**config.mk**
```make
export PLATFORM = sky130hd
export DESIGN_NAME = branch_redirect_ctrl
export DESIGN_NICKNAME = d
export VERILOG_FILES = /design/src/rtl/branch_redirect_ctrl_pkg.sv /design/src/rtl/branch_redirect_ctrl_sat_counter.sv /design/src/rtl/branch_redirect_ctrl.sv
export SDC_FILE = /design/constraint.sdc
export NUM_CORES = 1
export LEC_CHECK = 0
export CAP_MARGIN = 10
export CORE_UTILIZATION = 30
export CTS_BUF_LIST = sky130_fd_sc_hd__clkbuf_2
export DETAILED_ROUTE_END_ITERATION = 8
export DONT_BUFFER_PORTS = 1
export GPL_TIMING_DRIVEN = 1
export PLACE_DENSITY = 0.46
export SETUP_SLACK_MARGIN = 0.02
export SYNTH_ARGS = -nofsm -noshare
export SYNTH_HDL_FRONTEND = slang
export SYNTH_SLANG_ARGS = --single-unit
export TNS_END_PERCENT = 30
```
**constraint.sdc**
```tcl
create_clock -name clk -period 2.8 [get_ports clk]
set_input_delay 0.56 -clock clk [delete_from_list [all_inputs] [get_ports clk]]
set_output_delay 0.56 -clock clk [all_outputs]
set_load 0.02 [all_outputs]
```
**src/rtl/branch_redirect_ctrl_pkg.sv**
```systemverilog
`default_nettype none
// ============================================================================
// Module      : branch_redirect_ctrl_pkg
// Description : Shared types and constants for the branch redirect controller.
// Revision    : 1.0 - initial release
// ============================================================================
package branch_redirect_ctrl_pkg;

    localparam int C_AW_DEFAULT = 32;
    localparam int C_CW_DEFAULT = 16;

    typedef enum logic [0:0] {
        ST_IDLE = 1'b0,
        ST_HOLD = 1'b1
    } state_t;

    // PC mux select encoding seen by the fetch side
    localparam logic [1:0] C_PCSEL_SEQ = 2'd0;
    localparam logic [1:0] C_PCSEL_TA  = 2'd1;

endpackage
`default_nettype wire

```
**src/rtl/branch_redirect_ctrl_sat_counter.sv**
```systemverilog
`default_nettype none
// ============================================================================
// Module      : sat_counter
// Description : Saturating up-counter with synchronous clear.
// Revision    : 1.0 - initial release
// ============================================================================
module sat_counter #(
    parameter int CW = 16
) (
    input  logic          clk,
    input  logic          rst,
    input  logic          i_inc,
    input  logic          i_clr,
    output logic [CW-1:0] o_count
);

    logic [CW-1:0] r_count;

    // Clear wins over an increment in the same cycle
    always_ff @(posedge clk) begin
        if (rst || i_clr) begin
            r_count <= '0;
        end else if (i_inc && (r_count != {CW{1'b1}})) begin
            r_count <= r_count + 1'b1;
        end
    end

    assign o_count = r_count;

endmodule
`default_nettype wire

```
**src/rtl/branch_redirect_ctrl.sv**
```systemverilog
`default_nettype none
// ============================================================================
// Module      : branch_redirect_ctrl
// Description : Turns EX branch decisions into PC-load / flush / nullify
//               controls, holding a redirect across front-end stalls.
// Revision    : 1.0 - initial release
// ============================================================================
module branch_redirect_ctrl
    import branch_redirect_ctrl_pkg::*;
#(
    parameter int AW = C_AW_DEFAULT,
    parameter int CW = C_CW_DEFAULT
) (
    input  logic          clk,
    input  logic          reset,
    input  logic          j_in,
    input  logic          n_in,
    input  logic          ex_valid,
    input  logic [AW-1:0] ta_in,
    input  logic          stall,
    input  logic          clr_cnt,
    output logic          pc_ld_ta,
    output logic [AW-1:0] pc_ta,
    output logic          if_flush,
    output logic          id_nullify,
    output logic          busy,
    output logic          proto_err,
    output logic [CW-1:0] taken_cnt,
    output logic [CW-1:0] null_cnt
);

    state_t        r_state;
    state_t        w_state_nxt;
    logic [AW-1:0] r_ta_q;
    logic          r_n_q;
    logic          r_proto_err;
    logic          w_fire;
    logic [1:0]    w_pc_sel;

    assign w_fire = j_in & ex_valid;

    // State register plus the captured redirect and sticky error flag
    always_ff @(posedge clk) begin
        if (reset) begin
            r_state     <= ST_IDLE;
            r_ta_q      <= '0;
            r_n_q       <= 1'b0;
            r_proto_err <= 1'b0;
        end else begin
            r_state <= w_state_nxt;
            if (r_state == ST_IDLE && w_fire && stall) begin
                r_ta_q <= ta_in;
                r_n_q  <= n_in;
            end
            if (r_state == ST_HOLD && w_fire) begin
                r_proto_err <= 1'b1;
            end
        end
    end

    always_comb begin
        w_state_nxt = r_state;
        case (r_state)
            ST_IDLE: if (w_fire && stall) w_state_nxt = ST_HOLD;
            ST_HOLD: if (!stall)          w_state_nxt = ST_IDLE;
            default:                      w_state_nxt = ST_IDLE;
        endcase
    end

    // Pulses are gated by reset so nothing leaks out during the reset cycle
    always_comb begin
        w_pc_sel   = C_PCSEL_SEQ;
        pc_ta      = ta_in;
        if_flush   = 1'b0;
        id_nullify = 1'b0;
        if (!reset) begin
            case (r_state)
                ST_IDLE: begin
                    if (w_fire && !stall) begin
                        w_pc_sel   = C_PCSEL_TA;
                        if_flush   = 1'b1;
                        id_nullify = n_in;
                    end
                end
                ST_HOLD: begin
                    pc_ta = r_ta_q;
                    if (!stall) begin
                        w_pc_sel   = C_PCSEL_TA;
                        if_flush   = 1'b1;
                        id_nullify = r_n_q;
                    end
                end
                default: ;
            endcase
        end
    end

    assign pc_ld_ta  = (w_pc_sel == C_PCSEL_TA);
    assign busy      = (r_state == ST_HOLD);
    assign proto_err = r_proto_err;

    sat_counter #(.CW(CW)) u_taken_cnt (
        .clk     (clk),
        .rst     (reset),
        .i_inc   (pc_ld_ta),
        .i_clr   (clr_cnt),
        .o_count (taken_cnt)
    );

    sat_counter #(.CW(CW)) u_null_cnt (
        .clk     (clk),
        .rst     (reset),
        .i_inc   (id_nullify),
        .i_clr   (clr_cnt),
        .o_count (null_cnt)
    );

endmodule
`default_nettype wire

```
==> reports/results.tsv <==
stage	metric	value	unit
run_status	status	complete, no violations	
routing	1st-pass router iterations	4	
layout	# fillers	1149	
timing	Slew Viols, Final	0	
floorplanning	# IOs	108	
worst_setup_path	crit path launch type	flop	
timing	slew margin rel.	0.5463	
routing	wire per inst	16.52	um
placement	hpwl dp	6132	um
clocking	CTS sink cnt	67	
placement	port buffer count	0	
placement	Cells after DPL	527	
layout	fin nets	440	
yosys	Synth Area per Inst	8.314	um2
clocking	Setup Buffers After CTS	0	
worst_setup_path	Worst Path Class, Setup	reg -> out	
min_path	HP Class	in -> reg	
min_path	Worst Hold Path Cells	1	
yosys	Yosys top cell by area	dfxtp_1	
grt	vias in the first global route	2708	
power_and_ir_drop	PwrDens	471.8	nW/um2
timing	clk_skew	0.03286	ns
layout	layout cells sized above 1	0.1584	
timing	Setup TNS Final	0	ns
grt	first-pass GRT wire length	14010	um
worst_setup_path	Worst setup EP type	output port	
grt	gr usage total	0.1559	
yosys	Async SR Flop Fraction	0	
timing	Final setup viols	0	
worst_setup_path	CP Max Fanout	12	
yosys	library cells used by synthesis	42	
power_and_ir_drop	Pleak	0.001195	uW
worst_setup_path	CP arrival	1.90	ns
routing	Routed Antenna Nets	0	
yosys	most common cell in the synthesized netlist	nand2_1	
routing	routed via count	2930	
yosys	top post-synthesis cells by count	88 x nand2_1, 67 x dfxtp_1, 49 x a21oi_1, 33 x mux2_2, 18 x clkbuf_1	
routing	Routed WL	8989	um
timing	Peak Freq	407.3	MHz
yosys	#FFs+latches synth	67	
yosys	Ys Warns	0	
floorplanning	# rows	38	
routing	Via density	5.386	
yosys	Cell Area, Synth	3351	um2
timing	RSZ-0062 raised after global routing	no	
clocking	CTS H-tree depth	3	
layout	Final Non-Filler Cells	544	
routing	DRC viols	0	
layout	post-route cell area	3623	um2
floorplanning	die area	11600	um2
clocking	Clock Latency Late Sink	0.51	ns
clocking	CTS buffer count	9	
clocking	CTS tree	done	
clocking	CTS max path bufs	2	
grt	met2 GRT Util	0.2344	
floorplanning	core area	10840	um2
grt	met1 Track Usage GR	0.1953	
grt	initial antenna violation count	0	
clocking	CTS Root Cell	clkbuf_2	
timing	fin crit period	2.455	ns
grt	GRT busiest layer	met2	
timing	Final Cycle Share	0.8769	
floorplanning	Die Width	107.7	um
layout	Area Overhead vs Synth	8.141	%
yosys	top_reg_cell synth	dfxtp_1	
layout	n_diodes	0	
placement	Placer Congestion	0.7991	
worst_setup_path	worst r2r path cells	5	
clocking	Reg clk slew, reported paths	0.22	ns
run	Max Cap Viol	0	
grt	largest net degree at the start of global routing	51	
yosys	Synth area leaders	dfxtp_1 40%, mux2_2 11%, nand2_1 9.9%	
timing	Fin. Hold Viols	0	
floorplanning	die height	107.7	um
worst_setup_path	Critical Path RT	2.24	ns
timing	worst slew pin tran	0.6743	ns
yosys	sequential fraction of the synthesis area	0.4003	
yosys	Post-synth EDFFs	0	
power_and_ir_drop	worst vdd ir	137.6	uV
placement	Placement Cell Area	3500	um2
yosys	Yosys top cell area share	0.4003	
grt	global route total overflow	0	
timing	hold_ws	0.09110	ns
floorplanning	Starting Density	0.3091	
grt	met3 usage	0.06356	
yosys	syn nets	444	
yosys	Syn Inst Count	403	
routing	Initial DRC Count	124	
per-stage QoR:
step	power (uW)	setup slack (ns)	utilization
after floorplan	1135	0.5893	-
after global placement	1147	0.4359	0.3228
after detailed placement	1148	0.4117	0.3228
after CTS	1742	0.1058	0.3332
after global routing	1808	0.1395	0.3343
final	1710	0.3446	0.3343
final timing paths:
path | start | to | slack [ns]
setup / recovery | busy | pc_ld_ta | 0.34
hold / removal | reset | busy | 0.09
setup reg to reg | u_taken_cnt.o_count[0] | u_taken_cnt.o_count[10] | 0.41
hold reg to reg | r_ta_q[13] | r_ta_q[13] | 0.46
flip-flops by register name, indices dropped and copies added (netlist names):
| signal | count |
|---|---|
| u_taken_cnt.o_count | 16 |
| r_n_q | 1 |
| proto_err | 1 |
| u_null_cnt.o_count | 16 |
| r_ta_q | 32 |
| busy | 1 |
where the power goes:
| group | internal [uW] | switching, uW |
|---|---|---|
| registers | 972 | 11.1 |
| clock network | 204 | 377 |
| logic | 50.4 | 95.4 |
| total | 1230 | 483 |
final cells by class:
cell class | instances | area, um2 | share of cell area
Clock buffer | 9 | 45.04 | 0.01243
Timing Repair Buffer | 12 | 92.59 | 0.02555
Clock inverter | 7 | 67.56 | 0.01865
Multi-Input combinational cell | 305 | 1886 | 0.5204
Sequential cell | 67 | 1343 | 0.3705
Tap cell | 140 | 175.2 | 0.04834
Inverter | 4 | 15.01 | 0.004144
critical path, stage by stage, from the launching register on:
cell and delay [ns]:
dfxtp_2 0.53, a21o_1 0.19, nand2_1 0.25, inv_1 0.40
what timing repair did:
action                     CTS  global route
setup endpoints to repair    0             2
hold buffers                 0             1
gates resized for setup      0             1
hold endpoints to repair     0             5
layout by cell type (no fill, tap or decap), types with 3 or more instances in the layout:
master    count
nand2_1      88
dfxtp_1      66
a21oi_1      49
mux2_2       33
or3_1        15
nand3_1      14
nor2_1       12
nand4_1      12
mux2i_1      12
buf_4        11
or4_1        10
clkbuf_2      9
a211oi_1      7
o31ai_1       6
nor4_1        5
o21ai_0       5
inv_1         4
and3_1        4
nor3_1        3
a31oi_1       3
kinds of logic after synthesis:
family                     after synthesis  synth area share
and+or+nand+nor                        178            0.2662
AOI/OAI and AO/OA                       80            0.1423
DFF                                     67            0.4003
muxes                                   45            0.1468
buffers and inverters                   31           0.03697
adders and majority gates                2          0.007467
layer usage:
layer  routed length (um)  part of all wire
met1                 3988              0.44
met2                 4025              0.45
met3                  842             0.094
met4                  132             0.015
met5                    0                 0
(Power assumes the default switching activity.)
